**src/rtl/array_mult_reg.sv**
```systemverilog
// Unsigned WIDTH x WIDTH array multiplier: AND partial products, carry-save adder rows,
// final ripple row, one output register.
module array_mult_reg #(
    parameter int WIDTH = 4
) (
    input  logic                 clk,
    input  logic                 rst,
    input  logic [WIDTH-1:0]     inp1,
    input  logic [WIDTH-1:0]     inp2,
    output logic [2*WIDTH-1:0]   product
);

    logic [2*WIDTH-1:0] product_d;
    logic [2*WIDTH-1:0] product_q;

    // Returns {carry, sum}
    function automatic logic [1:0] fa(input logic a, input logic b, input logic c);
        logic s;
        logic co;
        s  = a ^ b ^ c;
        co = (a & b) | (c & (a ^ b));
        return {co, s};
    endfunction

    function automatic logic [1:0] ha(input logic a, input logic b);
        return {a & b, a ^ b};
    endfunction

    always_comb begin
        logic [WIDTH-1:0] pp [WIDTH];
        logic [WIDTH-1:0] sum_r;
        logic [WIDTH-1:0] carry_r;
        logic [WIDTH-1:0] sum_n;
        logic [WIDTH-1:0] carry_n;
        logic [WIDTH:0]   sum_x;
        logic [1:0]       r;
        logic             rc;

        product_d = '0;
        sum_n     = '0;
        carry_n   = '0;
        r         = '0;
        rc        = 1'b0;

        for (int i = 0; i < WIDTH; i++) begin
            for (int j = 0; j < WIDTH; j++) begin
                pp[i][j] = inp1[j] & inp2[i];
            end
        end

        sum_r        = pp[0];
        carry_r      = '0;
        product_d[0] = sum_r[0];

        // Each row folds pp[i] into the previous row's sums (shifted down one) and carries;
        // the top sum input has nothing above it and is tied low.
        for (int i = 1; i < WIDTH; i++) begin
            sum_x = {1'b0, sum_r};
            for (int j = 0; j < WIDTH; j++) begin
                if (i == 1) begin
                    r = ha(pp[i][j], sum_x[j+1]);
                end else begin
                    r = fa(pp[i][j], sum_x[j+1], carry_r[j]);
                end
                sum_n[j]   = r[0];
                carry_n[j] = r[1];
            end
            sum_r        = sum_n;
            carry_r      = carry_n;
            product_d[i] = sum_r[0];
        end

        // Resolve the last row's sums and carries into the upper half of the product
        sum_x = {1'b0, sum_r};
        for (int j = 0; j < WIDTH; j++) begin
            if (j == 0) begin
                r = ha(sum_x[j+1], carry_r[j]);
            end else begin
                r = fa(sum_x[j+1], carry_r[j], rc);
            end
            product_d[WIDTH+j] = r[0];
            rc                 = r[1];
        end
    end

    always_ff @(posedge clk) begin
        if (rst) begin
            product_q <= '0;
        end else begin
            product_q <= product_d;
        end
    end

    assign product = product_q;

endmodule

```
**config.mk**
```make
export PLATFORM = sky130hd
export DESIGN_NAME = array_mult_reg
export DESIGN_NICKNAME = d
export VERILOG_FILES = /design/src/rtl/array_mult_reg.sv
export SDC_FILE = /design/constraint.sdc
export NUM_CORES = 1
export LEC_CHECK = 0
export CELL_PAD_IN_SITES_DETAIL_PLACEMENT = 1
export CELL_PAD_IN_SITES_GLOBAL_PLACEMENT = 1
export CORE_MARGIN = 1.5
export CORE_UTILIZATION = 32
export DETAILED_ROUTE_END_ITERATION = 16
export PLACE_DENSITY = 0.79
export SETUP_SLACK_MARGIN = 0.02
export SYNTH_ARGS = -nofsm -noshare
export SYNTH_HDL_FRONTEND = slang
export SYNTH_SLANG_ARGS = --single-unit
```
**constraint.sdc**
```tcl
create_clock -name clk -period 4.3 [get_ports clk]
set_input_delay 1.075 -clock clk [delete_from_list [all_inputs] [get_ports clk]]
set_output_delay 1.075 -clock clk [all_outputs]
set_load 0.005 [all_outputs]
```
==> flow_summary.ini <==
[timing]
period_needed_ns = 4.02
hold_ws_ns = 1.51
setup_tns_ns = 0
slew_headroom_pct = 84.5
setup_violations = 0
setup_ws_ns = 0.278
worst_pin_slew_ns = 0.232
final-max-slew-violation-count = 0
timing.final.crit_share_pct = 93.5
rsz0062_at_grt = false
fmax_mhz = 249
hold_viol = 0

[power_and_ir_drop]
p_sw_share_pct = 25.7
p_int_uw = 157
power.switching_uw = 54.2
power_frac_seq_pct = 40.4
vdd_drop_max_mv = 0.104
clkPwrFrac_pct = 27.1
p_leak_uw = 0.000381
p_per_area_mw_per_mm2 = 267
combPwrFrac_pct = 32.6

[global_route]
grt_pass1_vias = 459
grt_pass1_wl_mm = 1.84
track_usage_pct = 13.2
antenna_found_initial = 0
grt_max_degree = 9
grt_remaining_overflow = 0

[placement]
port_buffers = 17
routabilityCongestion = 0.755
placed_cell_area_sq_um = 767
place_ws_ns = 0.00177
dp_hpwl_microns = 876

[status]
violations = design-rule violations
status = finished with violations

[setup_path]
path_max_fanout = 4
cp-end-kind = flip-flop
startpoint_type = input port
worstPathArrival_ns = 4.17
cp.required_ns = 4.45
critPathKind = in2reg
critPathLaunch = inp2[1]

[detailed_routing]
drt_iter0_drc = 2
drt-total-wl_mm = 1.03
vias = 414
avgRoutedWirePerCell_microns = 11.1
viasPerCell = 4.45
drt_first_pass_iters = 9
drt.antenna.violating_nets = 0
drc = 2

[run]
cap_violations = 0

[clock_network]
cts.sinks = 8
clk_pin_slew_ns = 0.06
postCtsSetupBuffers = 0
hold_buffers = 0
post_cts_resized = 0
cts_tree = done
numCtsBuffers = 3
clock_path_buffers = 2
cts_root_buf = clkbuf_4
cts_max_level = 1

[synth]
syn_inst = 54
synth-seq-cells = 8
avgSynthCellArea_sq_um = 10.3
synth_top_area_cell = dfxtp_1
synth_edf_count = 0
synthTopCellsByCount = inv_1 (11), and2_1 (8), dfxtp_1 (8), fa_1 (8), nand2_1 (7)
synth_top_area_share_pct = 28.9
synth_area_leaders = dfxtp_1 (29%), fa_1 (29%), and2b_2 (9.5%)
synth_most_common_cell = inv_1
seq_area_frac_synth_pct = 28.9
synthDistinctLibCells = 9
syn-num-nets = 76
synth-main-ff-cell = dfxtp_1
synth-async-reset-ratio_pct = 0
yosys_warnings = 0
synth_area_sq_um = 554

[floorplanning]
die_w_microns = 44.6
core_sq_mm = 0.00156
die_area_sq_mm = 0.00199
start_util_pct = 35.6
io_pins = 18
row_count = 14
die_h_microns = 44.6

[cells_and_area]
nets = 101
fin_area_sq_um = 790
diodes = 0
synthToLayoutAreaGrowth_pct = 42.4
largest_register_ffs = 8
drive_gt1_share_pct = 16.9

[hold_path]
holdPathStages = 2
min-delay-start = rst
worst_hold_path.endpoint = product[2]
hp-class = in2reg
kinds of logic after synthesis:
family,Yosys count,synth area share (%)
flip-flops,8,28.9
buffers and inverters,11,7.45
AND/OR/NAND/NOR,23,25.7
adder cells (fa/ha/maj),12,37.9
layer usage:
metal  global-route usage [%]  part of all wire (%)  vias to the layer above
met5                        0                     0                        -
met4                     7.27                   1.7                        0
met3                     4.08                   4.8                        2
met2                     22.0                    49                       13
met1                     14.7                    44                      196
li1                         -                     -                      203
worst max-delay path, stage by stage:
cell,delay (ns)
clkdlybuf4s50_1,0.46
and2_1,0.17
ha_1,0.27
inv_1,0.05
fa_1,0.49
inv_1,0.05
fa_1,0.39
ha_1,0.21
fa_1,0.38
fa_1,0.42
and2b_2,0.19
how the worst max path moves through the flow:
| stage | cells past startpoint | endpoint | slack (ns) |
|---|---|---|---|
| 2_1_floorplan | 10 | product[6] | 0.59 |
| 3_3_place_gp | 11 | product[6] | 0.02 |
| 3_5_place_dp | 11 | product[6] | 0.002 |
| 4_1_cts | 11 | product[6] | 0.27 |
| 5_1_grt | 11 | product[6] | 0.14 |
| 6_report | 11 | product[6] | 0.28 |
through the flow:
step | util (%) | std cells | power [uW]
floorplan | - | 54 | 119
global placement | 49.2 | 90 | 154
detailed placement | 49.2 | 90 | 157
CTS | 50.6 | 93 | 217
global route | 50.6 | 93 | 228
finish | 50.6 | 93 | 211
cell type report:
type                       count  area (sq um)
timing repair buffer          20           193
clock buffer                   3          22.5
tap                           16          20.0
multi-input combinational     35           353
sequential                     8           160
inverter                      11          41.3
fill                         181           769
cells in the final DEF, fill, tap and decap left out:
| cell | synthesis | layout |
|---|---|---|
| clkbuf_4 | 0 | 3 |
| inv_1 | 11 | 11 |
| buf_4 | 0 | 3 |
| nor2_1 | 1 | 1 |
| and2b_2 | 6 | 6 |
| and3b_2 | 1 | 1 |
| dfxtp_1 | 8 | 8 |
| fa_1 | 8 | 8 |
| ha_1 | 4 | 4 |
| nand2_1 | 7 | 7 |
| and2_1 | 8 | 8 |
| clkdlybuf4s50_1 | 0 | 17 |
power groups by stage:
stage | Clock, uW | Combinational, uW | Sequential [uW]
after CTS | 60.6 | 70.9 | 85.5
after global placement | 0 | 68.0 | 86.5
after global routing | 63.2 | 79.1 | 85.7
after floorplan | 0 | 30.4 | 88.2
final | 57.1 | 68.7 | 85.2
after detailed placement | 0 | 70.2 | 87.1
Power figures use the tool's default switching activity.
